<file path="src/rtl/uart_rx_core.sv">
// 8N1 UART receiver: 2-flop synchroniser, mid-bit sampling FSM, one-cycle o_wr per good byte.
// Optional UART_RX_FRAME_ERR_EN adds o_frame_err, a one-cycle pulse on a bad stop bit.
module uart_rx_core #(
    parameter int unsigned CLKS_PER_BIT = 10416,
    parameter int unsigned DATA_BITS    = 8
) (
    input  logic                 clk,
    input  logic                 rst_n,
    input  logic                 i_rx_data,
    output logic                 o_wr,
`ifdef UART_RX_FRAME_ERR_EN
    output logic                 o_frame_err,
`endif
    output logic [DATA_BITS-1:0] o_data
);

    localparam int unsigned CntW = $clog2(CLKS_PER_BIT);
    localparam int unsigned IdxW = $clog2(DATA_BITS);
    localparam logic [CntW-1:0] BitLast  = CntW'(CLKS_PER_BIT - 1);
    localparam logic [CntW-1:0] HalfLast = CntW'(CLKS_PER_BIT / 2 - 1);
    localparam logic [IdxW-1:0] IdxLast  = IdxW'(DATA_BITS - 1);

    typedef enum logic [2:0] {
        StIdle,
        StStart,
        StData,
        StStop,
        StWaitIdle
    } state_e;

    state_e               state_q, state_d;
    logic [CntW-1:0]      cnt_q, cnt_d;
    logic [IdxW-1:0]      idx_q, idx_d;
    logic [DATA_BITS-1:0] shift_q, shift_d;
    logic [DATA_BITS-1:0] data_q, data_d;
    logic                 wr_q, wr_d;
    logic                 rx_meta_q, rx_s_q;
`ifdef UART_RX_FRAME_ERR_EN
    logic                 ferr_q, ferr_d;
`endif

    // Synchroniser resets high so reset release never looks like a start edge.
    always_ff @(posedge clk or negedge rst_n) begin
        if (!rst_n) begin
            rx_meta_q <= 1'b1;
            rx_s_q    <= 1'b1;
        end else begin
            rx_meta_q <= i_rx_data;
            rx_s_q    <= rx_meta_q;
        end
    end

    always_ff @(posedge clk or negedge rst_n) begin
        if (!rst_n) begin
            state_q <= StIdle;
            cnt_q   <= '0;
            idx_q   <= '0;
            shift_q <= '0;
            data_q  <= '0;
            wr_q    <= 1'b0;
        end else begin
            state_q <= state_d;
            cnt_q   <= cnt_d;
            idx_q   <= idx_d;
            shift_q <= shift_d;
            data_q  <= data_d;
            wr_q    <= wr_d;
        end
    end

`ifdef UART_RX_FRAME_ERR_EN
    always_ff @(posedge clk or negedge rst_n) begin
        if (!rst_n) begin
            ferr_q <= 1'b0;
        end else begin
            ferr_q <= ferr_d;
        end
    end
    assign o_frame_err = ferr_q;
`endif

    always_comb begin
        state_d = state_q;
        cnt_d   = cnt_q;
        idx_d   = idx_q;
        shift_d = shift_q;
        data_d  = data_q;
        wr_d    = 1'b0;
`ifdef UART_RX_FRAME_ERR_EN
        ferr_d  = 1'b0;
`endif
        unique case (state_q)
            StIdle: begin
                cnt_d = '0;
                if (!rx_s_q) begin
                    state_d = StStart;
                end
            end
            StStart: begin
                // Half-bit wait puts every later sample near bit centre.
                if (cnt_q == HalfLast) begin
                    cnt_d = '0;
                    if (!rx_s_q) begin
                        idx_d   = '0;
                        state_d = StData;
                    end else begin
                        state_d = StIdle;
                    end
                end else begin
                    cnt_d = cnt_q + 1'b1;
                end
            end
            StData: begin
                if (cnt_q == BitLast) begin
                    cnt_d          = '0;
                    shift_d[idx_q] = rx_s_q;
                    if (idx_q == IdxLast) begin
                        state_d = StStop;
                    end else begin
                        idx_d = idx_q + 1'b1;
                    end
                end else begin
                    cnt_d = cnt_q + 1'b1;
                end
            end
            StStop: begin
                if (cnt_q == BitLast) begin
                    cnt_d = '0;
                    if (rx_s_q) begin
                        data_d  = shift_q;
                        wr_d    = 1'b1;
                        state_d = StIdle;
                    end else begin
`ifdef UART_RX_FRAME_ERR_EN
                        ferr_d  = 1'b1;
`endif
                        state_d = StWaitIdle;
                    end
                end else begin
                    cnt_d = cnt_q + 1'b1;
                end
            end
            StWaitIdle: begin
                // A low line after a bad stop bit must not be taken as a start bit.
                cnt_d = '0;
                if (rx_s_q) begin
                    state_d = StIdle;
                end
            end
            default: begin
                cnt_d   = '0;
                state_d = StIdle;
            end
        endcase
    end

    assign o_wr   = wr_q;
    assign o_data = data_q;

endmodule

</file>
<file path="config.mk">
export PLATFORM = sky130hd
export DESIGN_NAME = uart_rx_core
export DESIGN_NICKNAME = d
export VERILOG_FILES = /design/src/rtl/uart_rx_core.sv
export SDC_FILE = /design/constraint.sdc
export NUM_CORES = 1
export LEC_CHECK = 0
export CAP_MARGIN = 25
export CORE_UTILIZATION = 58
export CTS_CLUSTER_DIAMETER = 80
export DETAILED_ROUTE_END_ITERATION = 6
export PLACE_DENSITY = 0.87
export REMOVE_ABC_BUFFERS = 1
export SYNTH_ARGS = -nofsm -noshare
export SYNTH_HDL_FRONTEND = slang
export SYNTH_SLANG_ARGS = --single-unit
</file>
<file path="constraint.sdc">
create_clock -name clk -period 2.6 [get_ports clk]
set_input_delay 0.39 -clock clk [delete_from_list [all_inputs] [get_ports clk]]
set_output_delay 0.39 -clock clk [all_outputs]
set_load 0.1 [all_outputs]
</file>
---- Word-level counts from Yosys, hierarchy flattened ----
Index checks and enable logic that the tools add are counted.
storage, ports and cells
  register bits ........................... 39
  input bits .............................. 3
  word-level logic and storage cells ...... 58
cells by class
  add/sub/neg operators ................... 2
  magnitude comparators ................... 2
  equality and inequality tests ........... 15
  mux-type cells .......................... 23
  reduce and logical (&&, ||, !) cells .... 8
operators by type and width
  kind                     count
  $mux W3                  11
  $mux W14                 2
  $pmux W14 S2             1
  $ne A2 B2 Y1 const B     8
  $pmux W3 S5              1
  $add A14 B1 Y14 const B  1
  $eq A14 B13 Y1 const B   1
  $eq A14 B14 Y1 const B   1
  $bwmux W8                1
  $eq A3 B2 Y1 const B     2
  $eq A3 B3 Y1 const B     2
  $pmux W3 S2              1
  $reduce_and A6 Y1        1
  $reduce_and A5 Y1        1
  $lt A3 B4 Y1 const B     1
  $mux W1                  4
  $add A3 B1 Y3 const B    1
  $demux W1 S3             1
  $eq A3 B1 Y1 const B     1
  $ge A3 B1 Y1 const B     1
  $logic_not A3 Y1         1
  $reduce_and A3 Y1        1
  $mux W2                  1
  $reduce_and A2 Y1        1
  other kinds (3)          3

---- Logic depth before layout (Yosys ltp) ----
Gate-level depths: netlist (run 1).
  depth in word-level cells ............... 5
  depth in mapped cells ................... 7

---- Worst setup path before layout (run 1) ----
OpenSTA, ideal clock, no wires.
  path type ............................... flip-flop to flip-flop
  start ................................... register cnt_q[0]
  end ..................................... register data_q[0] (netlist: o_data[0])
  arrival time ............................ 1.749 ns
  required time ........................... 2.474 ns
  path slack .............................. 0.725 ns
  cell stages (with the launch flop) ...... 8
  clock period less this slack ............ 1.875 ns
  path through ............................ dfrtp_1 -> ha_1 -> and4_1 -> buf_4 -> and4_4 -> and4_4 -> buf_12 -> mux2_4
on the way
  cells in the longest elaborated chain, start to end .. 2
RTL lines
  element                      line  source
  start: declaration           32    logic [CntW-1:0] cnt_q, cnt_d;
  start signal: assignment     63    cnt_q <= cnt_d;
  $eq A14 B14 Y1               127   if (cnt_q == BitLast) begin
  $reduce_and A3 Y1 (no line)  --
  end signal: assignment       66    data_q <= data_d;
  end: declaration             35    logic [DATA_BITS-1:0] data_q, data_d;
Every way passes these cells.
A chain may end at the register's enable or synchronous reset.

---- Final worst setup path (run 1) ----
Ends and elaborated chain as after synthesis.

==> results of run 1 <==
cell families (layout without fill, tap and decap cells):
family          count (synthesis)  in the layout  synth area share (%)
compound gates                 14             14                  5.27
buf+inv                        12             24                  3.88
flops                          39             39                  49.7
xor+xnor                       12             12                  5.34
mux                            19             19                  12.3
simple gates                   75             75                  21.6
fa+ha+maj                       3              3                  1.91
critical path, stage by stage, from the launching register on:
cell	delay, ps
sky130_fd_sc_hd__dfrtp_1	410
sky130_fd_sc_hd__ha_1	220
sky130_fd_sc_hd__and4_1	320
sky130_fd_sc_hd__and4_4	360
sky130_fd_sc_hd__and4_4	360
sky130_fd_sc_hd__mux2_4	310
per-layer routing:
metal,track usage [%],share of wire [%],vias up
met3,4.55,3.5,6
met2,36.7,50,24
met4,10.6,1.7,0
met5,0,0,-
li1,-,-,648
met1,26.5,45,673
layout by cell type (no fill, tap or decap), types with 2 or more instances in the layout:
cell type                   n
sky130_fd_sc_hd__a21oi_1    2
sky130_fd_sc_hd__and2_1     2
sky130_fd_sc_hd__and4_1     3
sky130_fd_sc_hd__and4_4     2
sky130_fd_sc_hd__and4bb_2   2
sky130_fd_sc_hd__buf_4     10
sky130_fd_sc_hd__clkbuf_4   5
sky130_fd_sc_hd__dfrtp_1   37
sky130_fd_sc_hd__dfstp_2    2
sky130_fd_sc_hd__ha_1       3
sky130_fd_sc_hd__inv_1      4
sky130_fd_sc_hd__mux2_1     5
sky130_fd_sc_hd__mux2_2     5
sky130_fd_sc_hd__mux2_4     8
sky130_fd_sc_hd__nand2_1   12
sky130_fd_sc_hd__nand3_1    6
sky130_fd_sc_hd__nand4_1   10
sky130_fd_sc_hd__nor2_1    20
sky130_fd_sc_hd__nor2b_1    4
sky130_fd_sc_hd__nor3_1     3
sky130_fd_sc_hd__nor3b_1    3
sky130_fd_sc_hd__nor4_1     2
sky130_fd_sc_hd__o211ai_1   3
sky130_fd_sc_hd__xnor2_1    7
sky130_fd_sc_hd__xor2_1     5
area by class of cell:
cell class	count	area, sq um
inverter	4	15.0
tap	44	55.1
clock inverter	2	35.0
clock buffer	6	51.3
multi-input combinational	123	915
timing repair buffer	12	90.1
fill	247	988
sequential	39	978
cell usage after synthesis, types with 4 or more instances:
cell / number
sky130_fd_sc_hd__dfrtp_1: 37
sky130_fd_sc_hd__nor2_1: 20
sky130_fd_sc_hd__nand2_1: 12
sky130_fd_sc_hd__nand4_1: 10
sky130_fd_sc_hd__mux2_4: 8
sky130_fd_sc_hd__xnor2_1: 7
sky130_fd_sc_hd__nand3_1: 6
sky130_fd_sc_hd__mux2_1: 5
sky130_fd_sc_hd__mux2_2: 5
sky130_fd_sc_hd__xor2_1: 5
sky130_fd_sc_hd__inv_1: 4
sky130_fd_sc_hd__nor2b_1: 4
flip-flops by register name, indices dropped and copies added (netlist names):
signal     flops
cnt_q         14
o_data         8
shift_q        8
idx_q          3
state_q        3
o_wr           1
rx_meta_q      1
rx_s_q         1
how the worst min path moves through the flow:
| stage | from | endpoint | depth (start not counted) |
|---|---|---|---|
| 3_3_place_gp | rx_meta_q | rx_s_q | 0 |
| 2_1_floorplan | rst_n | cnt_q[0] | 0 |
| 5_1_grt | rst_n | cnt_q[11] | 1 |
| 4_1_cts | rst_n | cnt_q[11] | 1 |
| 3_5_place_dp | rx_meta_q | rx_s_q | 0 |
| 6_report | rst_n | o_data[3] | 1 |
through the flow:
step	util, %	std cells	total power, mW
final	68.4	230	1.05
after global routing	68.4	230	1.09
after CTS	68.4	230	1.06
after detailed placement	65.6	222	0.640
after global placement	65.6	222	0.639
after floorplan	-	166	0.625
where the power goes:
part           switching [mW]  leakage (nW)  internal [mW]  total (mW)
combinational          0.0128         0.439        0.00289      0.0157
sequential            0.00273         0.523          0.609       0.612
clock                   0.196        0.0482          0.227       0.423
total                   0.212          1.01          0.839        1.05
==> reports/summary.json, run 1 <==
{
  "run_status": "complete, no violations",
  "timing.final.setup_violations": 0,
  "yosys-top-cells-area": "sky130_fd_sc_hd__dfrtp_1 47%, sky130_fd_sc_hd__mux2_4 6.1%, sky130_fd_sc_hd__nor2_1 3.8%, sky130_fd_sc_hd__nand4_1 3.2%, sky130_fd_sc_hd__xnor2_1 3.1%",
  "clock_insertion_delay_worst_skew_ps": 350,
  "cts.path.max_buffers": 2,
  "synth.top_cell.area_share_pct": 47.0,
  "wire_length_of_the_first_global_routing_pass_um": 5750,
  "avgRoutedWirePerCell_um": 14.7,
  "finalHoldWorstSlack_ps": 122,
  "grt_overflow_total": 0,
  "final_wl_um": 3390,
  "syn_avg_cell_area_sq_um": 11.3,
  "r2r_setup_slack_ps": 500,
  "worstPathRequired_ps": 2850,
  "max-vdd-ir-drop_uv": 325,
  "critical_path.reg2reg.startpoint": "cnt_q[0]",
  "via_count": 1351,
  "grt_setup_unrepaired": "false",
  "hold_path.class": "in -> async",
  "regToRegEndpoint": "o_data[0]",
  "cts.sink_count": 39,
  "clock-root-buffer": "sky130_fd_sc_hd__clkbuf_4",
  "power.density_cell_area_nw_per_um2": 491,
  "post_route_cells_drive_above_1_share_pct": 22.0,
  "cp-start-kind": "flop",
  "chipWidth_um": 60.3,
  "synth_sequential_area_ratio_pct": 49.7,
  "max_freq_mhz": 476,
  "path_max_fanout": 13,
  "postPlaceCellArea_sq_um": 2050,
  "cts_made_buffers": 5,
  "critPathLaunch": "cnt_q[0]",
  "io-pin-count": 12,
  "pin_count_of_the_biggest_net_entering_global_routing": 40,
  "die_footprint_sq_um": 3630,
  "classification_of_the_worst_setup_path": "reg -> reg",
  "antennaDiodeCount": 0,
  "timing.reg2reg.worst_path_depth": 5,
  "yosysWarnings": 0,
  "worst_slack_ps": 501,
  "async_flop_share_pct": 100,
  "drt_iter0_markers": 60,
  "synth_enable_flop_cells": 0,
  "vias_per_cell": 5.87,
  "postSynthRegisterBits": 39,
  "setup.worst_path.end_class": "flop",
  "initial_utilization_pct": 63.0,
  "ant_nets": 0,
  "leakagePower_nw": 1.01,
  "tns_setup_ps": 0,
  "timing_max_transition_violations_final": 0,
  "final_design_area_no_fill_sq_um": 2140,
  "drt_pre_antenna_iters": 4,
  "h-tree-depth": 2,
  "count_of_hold_fix_buffers_inserted_at_cts": 0,
  "finalWeightedCongestion": 0.902,
  "synth_area_leader_cell": "sky130_fd_sc_hd__dfrtp_1",
  "syn-cell-area_sq_um": 1970,
  "slew-limit-headroom_pct": 45.1,
  "max_cap_viol_count": 0,
  "post-cts-setup-buffers": 0,
  "synthesis.instances": 174,
  "number_of_endpoints_with_negative_hold_slack_in_the_final_report": 0,
  "clock-skew-final_ps": 5.40,
  "area_of_the_core_sq_um": 3130,
  "netlist-cell-type-count": 44,
  "port_buffers": 11,
  "yosys_most_used_dff": "sky130_fd_sc_hd__dfrtp_1",
  "antenna_found_initial": 0,
  "critical_path.endpoint": "o_data[0]",
  "layout-area-overhead-vs-synth_pct": 8.64,
  "min_period_over_period_pct": 80.7,
  "detailed_place_hpwl_um": 2440,
  "period_minus_ws_final_ps": 2100,
  "clkTransAtPathRegs_ps": 110,
  "finalNetCount": 191,
  "remaining_drc_errors": 0,
  "track_usage_pct": 21.9,
  "first_global_vias": 1300,
  "cp_data_arrival_time_ps": 2350,
  "die-height_um": 60.3,
  "tritoncts": "yes",
  "max_slew.worst_pin.slew_ps": 823,
  "post-place-ws_ps": 523,
  "fp-row-count": 20,
  "post_cts_resize_count": 0
}
Power figures use the tool's default switching activity.
==> run 2: changes to the inputs <==
- CORE_UTILIZATION: 58 -> 52
- PLACE_DENSITY: 0.87 -> 0.83
- clock period: 2.6 -> 1.7 ns (I/O delays scaled with it)
==> run 2 against run 1 <==
  * The flow now finishes with violations (setup timing)
  * Non-clock buffer count is 34 higher
  * Highest routed layer unchanged
  * Count of clock-buffer cells in the layout is 1 lower
  * Clock power is 83% higher
  * First-iteration DRC count is 57% higher
  * Core utilization is 8.8 points higher
  * Maximum frequency is 18% higher
  * Sequential share of layout area is 9.2 points lower
  * Combinational power is 110% higher
  * Largest cell class is now multi-input gates
  * Clock skew is 0.65 ps lower
==> reports/summary.json, run 2 (synthesis gave the netlist of run 1 again) <==
{
  "detailed_place_hpwl": {"value": 3170, "unit": "um", "change": "+30%"},
  "min_period_over_period": {"value": 104, "unit": "%", "change": "+24 points"},
  "final_wl": {"value": 5050, "unit": "um", "change": "+49%"},
  "critical_path.reg2reg.startpoint": "cnt_q[1]",
  "violated_checks": "setup timing",
  "layout-area-overhead-vs-synth_pct": 36.0,
  "worstPathCellList": "ha_2 -> and4_4 -> and4_4 -> and4_4 -> mux2_4",
  "area_occupied_by_multi_input_gates": {"value": 1030, "unit": "sq um", "change": "+12%"},
  "clock_insertion_delay_worst_skew": {"value": 300, "unit": "ps", "change": "-50 ps"},
  "fillers": {"value": 197, "change": "-20%"},
  "timing.final.setup_violations": {"value": 17, "change": "+17"},
  "classification_of_the_worst_setup_path": "reg -> reg",
  "drt_iter0_markers": {"value": 94, "change": "+57%"},
  "cts.path.max_buffers": {"value": 2, "change": "unchanged"},
  "via_count": {"value": 1597, "change": "+18%"},
  "grt_setup_unrepaired": "true",
  "port_buffers": {"value": 11, "change": "unchanged"},
  "clkTransAtPathRegs": {"value": 80, "unit": "ps", "change": "-30 ps"},
  "wire_length_of_the_first_global_routing_pass": {"value": 8140, "unit": "um", "change": "+42%"},
  "leakagePower": {"value": 1.26, "unit": "nW", "change": "+25%"},
  "drt_pre_antenna_iters": {"value": 4, "change": "unchanged"},
  "max_cap_viol_count": {"value": 0, "change": "unchanged"},
  "remaining_drc_errors": {"value": 0, "change": "unchanged"},
  "cts_made_buffers": {"value": 5, "change": "unchanged"},
  "first_global_vias": {"value": 1639, "change": "+26%"},
  "max_flop_register": "cnt_q",
  "track_usage": {"value": 26.8, "unit": "%", "change": "+4.9 points"},
  "cp-start-kind": "flop",
  "timing_max_transition_violations_final": {"value": 0, "change": "unchanged"},
  "h-tree-depth": {"value": 2, "change": "unchanged"},
  "vias_per_cell": {"value": 5.98, "change": "+1.8%"},
  "max_slew.worst_pin.slew": {"value": 475, "unit": "ps", "change": "-348 ps"},
  "period_minus_ws_final": {"value": 1770, "unit": "ps", "change": "-326 ps"},
  "antenna_found_initial": {"value": 0, "change": "unchanged"},
  "critPathMaxStageDelay": {"value": 360, "unit": "ps", "change": "-50 ps"},
  "largest_register_ff_count": {"value": 14, "change": "unchanged"},
  "max-vdd-ir-drop": {"value": 540, "unit": "uV", "change": "+66%"},
  "die-height": {"value": 63.5, "unit": "um", "change": "+5.4%"},
  "critPathLaunch": "cnt_q[1]",
  "critical-path-top-delay-family": "simple AND/OR/NAND/NOR gates",
  "die_footprint": {"value": 4040, "unit": "sq um", "change": "+11%"},
  "finalNetCount": {"value": 226, "change": "+18%"},
  "area_of_the_core": {"value": 3470, "unit": "sq um", "change": "+11%"},
  "avgRoutedWirePerCell": {"value": 18.9, "unit": "um", "change": "+28%"},
  "min_path_cells": 1,
  "cts.sink_count": {"value": 39, "change": "unchanged"},
  "final_util": {"value": 77.2, "unit": "%", "change": "+8.8 points"},
  "post-place-ws": {"value": -187, "unit": "ps", "change": "-709 ps"},
  "worstPathRequired": {"value": 1890, "unit": "ps", "change": "-960 ps"},
  "clock-skew-final": {"value": 4.76, "unit": "ps", "change": "-0.647 ps"},
  "tritoncts": "yes",
  "crit_path_frequent_cell": "sky130_fd_sc_hd__and4_4",
  "regToRegEndpoint": "o_data[3]",
  "io-pin-count": {"value": 12, "change": "unchanged"},
  "chipWidth": {"value": 63.5, "unit": "um", "change": "+5.4%"},
  "max_freq": {"value": 564, "unit": "MHz", "change": "+18%"},
  "layout.area.seq": {"value": 980, "unit": "sq um", "change": "+0.13%"},
  "antennaDiodeCount": {"value": 0, "change": "unchanged"},
  "fp-row-count": {"value": 21, "change": "+5.0%"},
  "worst_case_hold_path_end_point": "rx_meta_q",
  "number_of_endpoints_with_negative_hold_slack_in_the_final_report": {"value": 0, "change": "unchanged"},
  "grt_overflow_total": {"value": 0, "change": "unchanged"},
  "hold_path.class": "in -> reg",
  "most-common-layout-cells": "36 x sky130_fd_sc_hd__dfrtp_1, 29 x sky130_fd_sc_hd__buf_4, 19 x sky130_fd_sc_hd__nor2_1",
  "setup.worst_path.end_class": "flop",
  "path_max_fanout": {"value": 5, "change": "-8"},
  "initial_utilization": {"value": 56.8, "unit": "%", "change": "-6.2 points"},
  "timing.reg2reg.worst_path_depth": {"value": 5, "change": "unchanged"},
  "most_common_cell_after_layout_fill_and_taps_aside": "sky130_fd_sc_hd__dfrtp_1",
  "cp_data_arrival_time": {"value": 1960, "unit": "ps", "change": "-390 ps"},
  "run_status": "complete, but fails checks",
  "finalWeightedCongestion": {"value": 0.903, "change": "+0.11%"},
  "startpoint_of_the_most_critical_hold_path": "i_rx_data",
  "power.density_cell_area": {"value": 650, "unit": "nW/um^2", "change": "+32%"},
  "slowest_cell_on_the_critical_path": "sky130_fd_sc_hd__dfrtp_1",
  "timing.critical_path.buf_inv": {"value": 0, "change": "unchanged"},
  "r2r_setup_slack": {"value": -70, "unit": "ps", "change": "-570 ps"},
  "slew-limit-headroom": {"value": 68.3, "unit": "%", "change": "+23 points"},
  "post_route_cells_drive_above_1_share": {"value": 42.1, "unit": "%", "change": "+20 points"},
  "ant_nets": {"value": 0, "change": "unchanged"},
  "pin_count_of_the_biggest_net_entering_global_routing": {"value": 22, "change": "-45%"},
  "clock-root-buffer": "sky130_fd_sc_hd__clkbuf_8",
  "worst_slack": {"value": -73.7, "unit": "ps", "change": "-574 ps"}
}
==> run 2: cell types whose count changed in the layout (fill, tap and decap cells not counted), sizes merged <==
cell         previous run  this run
buf                    11        44
and4                    5         6
clkbuf                  6         5
clkinv                  1         2
dlygate4sd3             0         1
==> run 2: report_power, final <==
group | switching (mW) | internal [mW]
Combinational | 0.0225 | 0.0107
Sequential | 0.00503 | 0.931
Clock | 0.335 | 0.437
Total | 0.363 | 1.38
==> run 2: final cells by class <==
type                       instances  share of cell area, %
clock buffer                       5                   2.57
clock inverter                     3                   1.63
inverter                           4                  0.560
multi-input combinational        124                   38.3
sequential                        39                   36.6
tap                               46                   2.15
timing repair buffer              46                   18.2
==> run 2: how the worst max path moves through the flow <==
| stage | to | slack, ps | cells past startpoint |
|---|---|---|---|
| 6_report | o_data[3] | -70 | 5 |
| 5_1_grt | shift_q[6] | -130 | 6 |
| 4_1_cts | shift_q[5] | -70 | 5 |
| 3_5_place_dp | idx_q[0] | -190 | 6 |
| 3_3_place_gp | o_data[7] | -50 | 5 |
| 2_1_floorplan | o_data[0] | -230 | 5 |
==> run 2: what timing repair did <==
item / 4_1_cts / 5_1_grt
pin swaps: 5 / 8
hold buffers: 1 / 0
cloned: 1 / 1
setup endpoints to repair: 20 / 34
setup buffers: 1 / 3
gates resized for setup: 12 / 20
hold endpoints to repair: 16 / 0
==> run 2: metrics by stage <==
step | instance area, sq um | cells | TNS [ps] | hold WS, ps | total power [mW]
6_report | 2680 | 267 | -763 | 356 | 1.74
5_1_grt | 2680 | 267 | -2460 | 347 | 1.80
4_1_cts | 2570 | 263 | -517 | 353 | 1.75
3_5_place_dp | 2390 | 252 | -1880 | 226 | 0.986
3_3_place_gp | 2390 | 252 | -423 | 208 | 0.983
2_1_floorplan | 1910 | 166 | -4310 | -40.6 | 0.956
==> run 2: layer usage <==
metal	track usage [%]	routed length, um
met1	32.2	2090
met2	46.0	2590
met3	6.88	248
met4	9.09	119
met5	0	0
==> run 3: changes to the inputs <==
- CORE_UTILIZATION: 52 -> 56
- DONT_BUFFER_PORTS: unset -> 1
==> run 3 against run 2 <==
  * The flow still finishes with violations (setup timing)
  * Combinational power increased by 9.1%
  * Routed wire length decreased by 4.5%
  * Clock skew grew 2.2 ps
  * Die area down 6.9%
  * Non-clock buffer count is 1 lower
  * Maximum frequency fell by 0.88%
  * First-iteration DRC count is 39% higher
  * Power fell by 18%
  * Cell count shrank 0.37%
  * Sequential share of layout area up 2.3 points
  * Setup slack lost 16 ps
  * Critical endpoint is now o_data[0]
  * Largest cell class unchanged
==> reports/summary.json, run 3 (synthesis gave the netlist of run 1 again) <==
{
  "cts.sink_count": {"value": 39, "change": "unchanged"},
  "remaining_drc_errors": {"value": 0, "change": "unchanged"},
  "finalWeightedCongestion": {"value": 0.828, "change": "-8.3%"},
  "detailed_place_hpwl": {"value": 3020, "unit": "um", "change": "-4.6%"},
  "min_period_over_period": {"value": 105, "unit": "%", "change": "+0.92 points"},
  "layout-area-overhead-vs-synth_pct": 27.9,
  "clock_insertion_delay_worst_skew": {"value": 350, "unit": "ps", "change": "+50 ps"},
  "avgRoutedWirePerCell": {"value": 18.1, "unit": "um", "change": "-4.1%"},
  "worstPathRequired": {"value": 1940, "unit": "ps", "change": "+50 ps"},
  "dpl.cell_count": {"value": 250, "change": "-0.79%"},
  "r2r_setup_slack": {"value": -90, "unit": "ps", "change": "-20 ps"},
  "power_frac_comb": {"value": 2.5, "unit": "%", "change": "+0.6 points"},
  "via_count": {"value": 1596, "change": "-0.063%"},
  "slew-limit-headroom": {"value": 70.5, "unit": "%", "change": "+2.2 points"},
  "io-pin-count": {"value": 12, "change": "unchanged"},
  "track_usage": {"value": 28.2, "unit": "%", "change": "+1.4 points"},
  "drt_pre_antenna_iters": {"value": 4, "change": "unchanged"},
  "wire_length_of_the_first_global_routing_pass": {"value": 7530, "unit": "um", "change": "-7.4%"},
  "first_global_vias": {"value": 1612, "change": "-1.6%"},
  "max_slew.worst_pin.slew": {"value": 442, "unit": "ps", "change": "-33.2 ps"},
  "final_design_area_no_fill": {"value": 2520, "unit": "sq um", "change": "-6.0%"},
  "path_max_fanout": {"value": 5, "change": "unchanged"},
  "sequential_group_share_of_total_power": {"value": 65.5, "unit": "%", "change": "+12 points"},
  "classification_of_the_worst_setup_path": "reg -> reg",
  "max_freq": {"value": 559, "unit": "MHz", "change": "-0.88%"},
  "total_power": {"value": 1.43, "unit": "mW", "change": "-18%"},
  "finalNetCount": {"value": 225, "change": "-0.44%"},
  "intPower": {"value": 1.10, "unit": "mW", "change": "-20%"},
  "largest_register_ff_count": {"value": 14, "change": "unchanged"},
  "timing_max_transition_violations_final": {"value": 0, "change": "unchanged"},
  "regToRegEndpoint": "o_data[0]",
  "die-height": {"value": 61.3, "unit": "um", "change": "-3.5%"},
  "critical_path.reg2reg.startpoint": "cnt_q[1]",
  "fp-row-count": {"value": 21, "change": "unchanged"},
  "switching_share": {"value": 23.2, "unit": "%", "change": "+2.3 points"},
  "setup.worst_path.end_class": "flop",
  "clock-root-buffer": "sky130_fd_sc_hd__clkbuf_4",
  "fillers": {"value": 220, "change": "+12%"},
  "critPathMaxStageDelay": {"value": 380, "unit": "ps", "change": "+20 ps"},
  "number_of_endpoints_with_negative_hold_slack_in_the_final_report": {"value": 0, "change": "unchanged"},
  "postPlaceCellArea": {"value": 2250, "unit": "sq um", "change": "-5.9%"},
  "leakagePower": {"value": 1.18, "unit": "nW", "change": "-6.9%"},
  "final_wl": {"value": 4820, "unit": "um", "change": "-4.5%"},
  "grt_overflow_total": {"value": 0, "change": "unchanged"},
  "h-tree-depth": {"value": 2, "change": "unchanged"},
  "clock-skew-final": {"value": 6.99, "unit": "ps", "change": "+2.24 ps"},
  "ant_nets": {"value": 0, "change": "unchanged"},
  "cp_data_arrival_time": {"value": 2030, "unit": "ps", "change": "+70 ps"},
  "final_cells": {"value": 266, "change": "-0.37%"},
  "period_minus_ws_final": {"value": 1790, "unit": "ps", "change": "+15.7 ps"},
  "most_common_cell_after_layout_fill_and_taps_aside": "sky130_fd_sc_hd__buf_4",
  "clkTransAtPathRegs": {"value": 120, "unit": "ps", "change": "+40 ps"},
  "power.density_cell_area": {"value": 567, "unit": "nW/um^2", "change": "-13%"},
  "max_flop_register": "cnt_q",
  "hold_path.class": "in -> async",
  "antenna_found_initial": {"value": 0, "change": "unchanged"},
  "post_route_cells_drive_above_1_share": {"value": 45.5, "unit": "%", "change": "+3.4 points"},
  "slowest_cell_on_the_critical_path": "sky130_fd_sc_hd__dfrtp_1",
  "cts.path.max_buffers": {"value": 2, "change": "unchanged"},
  "antennaDiodeCount": {"value": 0, "change": "unchanged"},
  "max_cap_viol_count": {"value": 0, "change": "unchanged"},
  "p_sw": {"value": 331, "unit": "uW", "change": "-8.8%"},
  "most-common-layout-cells": "39 x sky130_fd_sc_hd__buf_4, 36 x sky130_fd_sc_hd__dfrtp_1, 12 x sky130_fd_sc_hd__nand2_1",
  "grt_setup_unrepaired": "true",
  "die_footprint": {"value": 3760, "unit": "sq um", "change": "-6.9%"},
  "port_buffers": {"value": 0, "change": "-11"},
  "cp-start-kind": "flop",
  "timing.reg2reg.worst_path_depth": {"value": 5, "change": "unchanged"},
  "tritoncts": "yes",
  "crit_path_frequent_cell": "sky130_fd_sc_hd__and4_4",
  "run_status": "complete, but fails checks",
  "area_of_the_core": {"value": 3360, "unit": "sq um", "change": "-3.0%"},
  "violated_checks": "setup timing",
  "vias_per_cell": {"value": 6.00, "change": "+0.31%"},
  "cts_made_buffers": {"value": 5, "change": "unchanged"},
  "worstPathCellList": "ha_2 -> and4_4 -> and4_4 -> and4_4 -> mux2_4",
  "pin_count_of_the_biggest_net_entering_global_routing": {"value": 40, "change": "+82%"},
  "worst_slack": {"value": -89.3, "unit": "ps", "change": "-15.7 ps"},
  "drt_iter0_markers": {"value": 131, "change": "+39%"},
  "chipWidth": {"value": 61.3, "unit": "um", "change": "-3.5%"},
  "clockPowerShare": {"value": 32.0, "unit": "%", "change": "-12 points"},
  "max-vdd-ir-drop": {"value": 378, "unit": "uV", "change": "-30%"},
  "timing.final.setup_violations": {"value": 22, "change": "+5"},
  "initial_utilization": {"value": 58.6, "unit": "%", "change": "+1.8 points"}
}
==> run 3: cell count changes in the layout (fill, tap and decap cells not counted), moves of 5 or more <==
cell / previous run / this run
sky130_fd_sc_hd__clkbuf_8: 5 / 0
sky130_fd_sc_hd__nor2_2: 1 / 8
sky130_fd_sc_hd__buf_4: 29 / 39
sky130_fd_sc_hd__clkbuf_4: 0 / 5
sky130_fd_sc_hd__buf_12: 10 / 1
sky130_fd_sc_hd__nor2_1: 19 / 8
==> run 3: routing by layer <==
metal  routed length (um)  share of wire (%)  track usage (%)
met4                  133                2.8             15.9
met3                  305                6.3             6.30
met2                 2500                 52             47.2
met5                    0                  0                0
met1                 1890                 39             33.4
==> run 3: critical path, delay by kind of cell, from the launching register on <==
family | cells | cell delay [ps]
AND/OR/NAND/NOR | 3 | 800
multiplexers | 1 | 320
adder cells (fa/ha/maj) | 1 | 190
flip-flops | 1 | 380
==> run 3: area by class of cell <==
type	count	area [sq um]	share of cell area [%]
Inverter	4	15.0	0.596
Sequential cell	39	980	38.9
Clock inverter	3	15.0	0.596
Timing Repair Buffer	45	367	14.6
Tap cell	46	57.6	2.29
Clock buffer	5	37.5	1.49
Multi-Input combinational cell	124	1050	41.6
==> run 3: timing repair <==
| action | CTS | global route |
|---|---|---|
| endpoints found under the hold margin | 40 | 0 |
| setup endpoints to repair | 20 | 35 |
| buffers inserted | 1 | 3 |
| hold buffers | 3 | 0 |
| cloned | 1 | 1 |
| pin swaps | 8 | 20 |
| resized for setup | 10 | 30 |
==> run 3: through the flow <==
| step | setup TNS [ps] | setup slack [ps] | hold WS (ps) | utilization, % |
|---|---|---|---|---|
| 2_1_floorplan | -4310 | -232 | -40.6 | - |
| 3_3_place_gp | -393 | -45.8 | -39.9 | 66.9 |
| 3_5_place_dp | -1440 | -182 | -39.8 | 66.9 |
| 4_1_cts | -420 | -71.5 | 350 | 71.5 |
| 5_1_grt | -3010 | -143 | 358 | 74.9 |
| 6_report | -826 | -89.3 | 349 | 74.9 |
==> run 3: worst max-delay path by stage <==
stage	start	end	cells past startpoint
finish	cnt_q[1]	o_data[0]	5
global route	cnt_q[0]	o_data[3]	5
CTS	cnt_q[1]	o_data[0]	5
detailed placement	idx_q[0]	state_q[1]	6
global placement	cnt_q[0]	o_data[4]	5
floorplan	cnt_q[0]	o_data[0]	5
==> run 3: power by group through the flow <==
stage                     logic (mW)  clock network (mW)  registers (mW)
final                         0.0361               0.457           0.935
after floorplan              0.00361                   0           0.952
after global placement       0.00773                   0           0.952
after CTS                     0.0373               0.468           0.935
after detailed placement     0.00867                   0           0.952
after global routing          0.0415               0.521           0.935
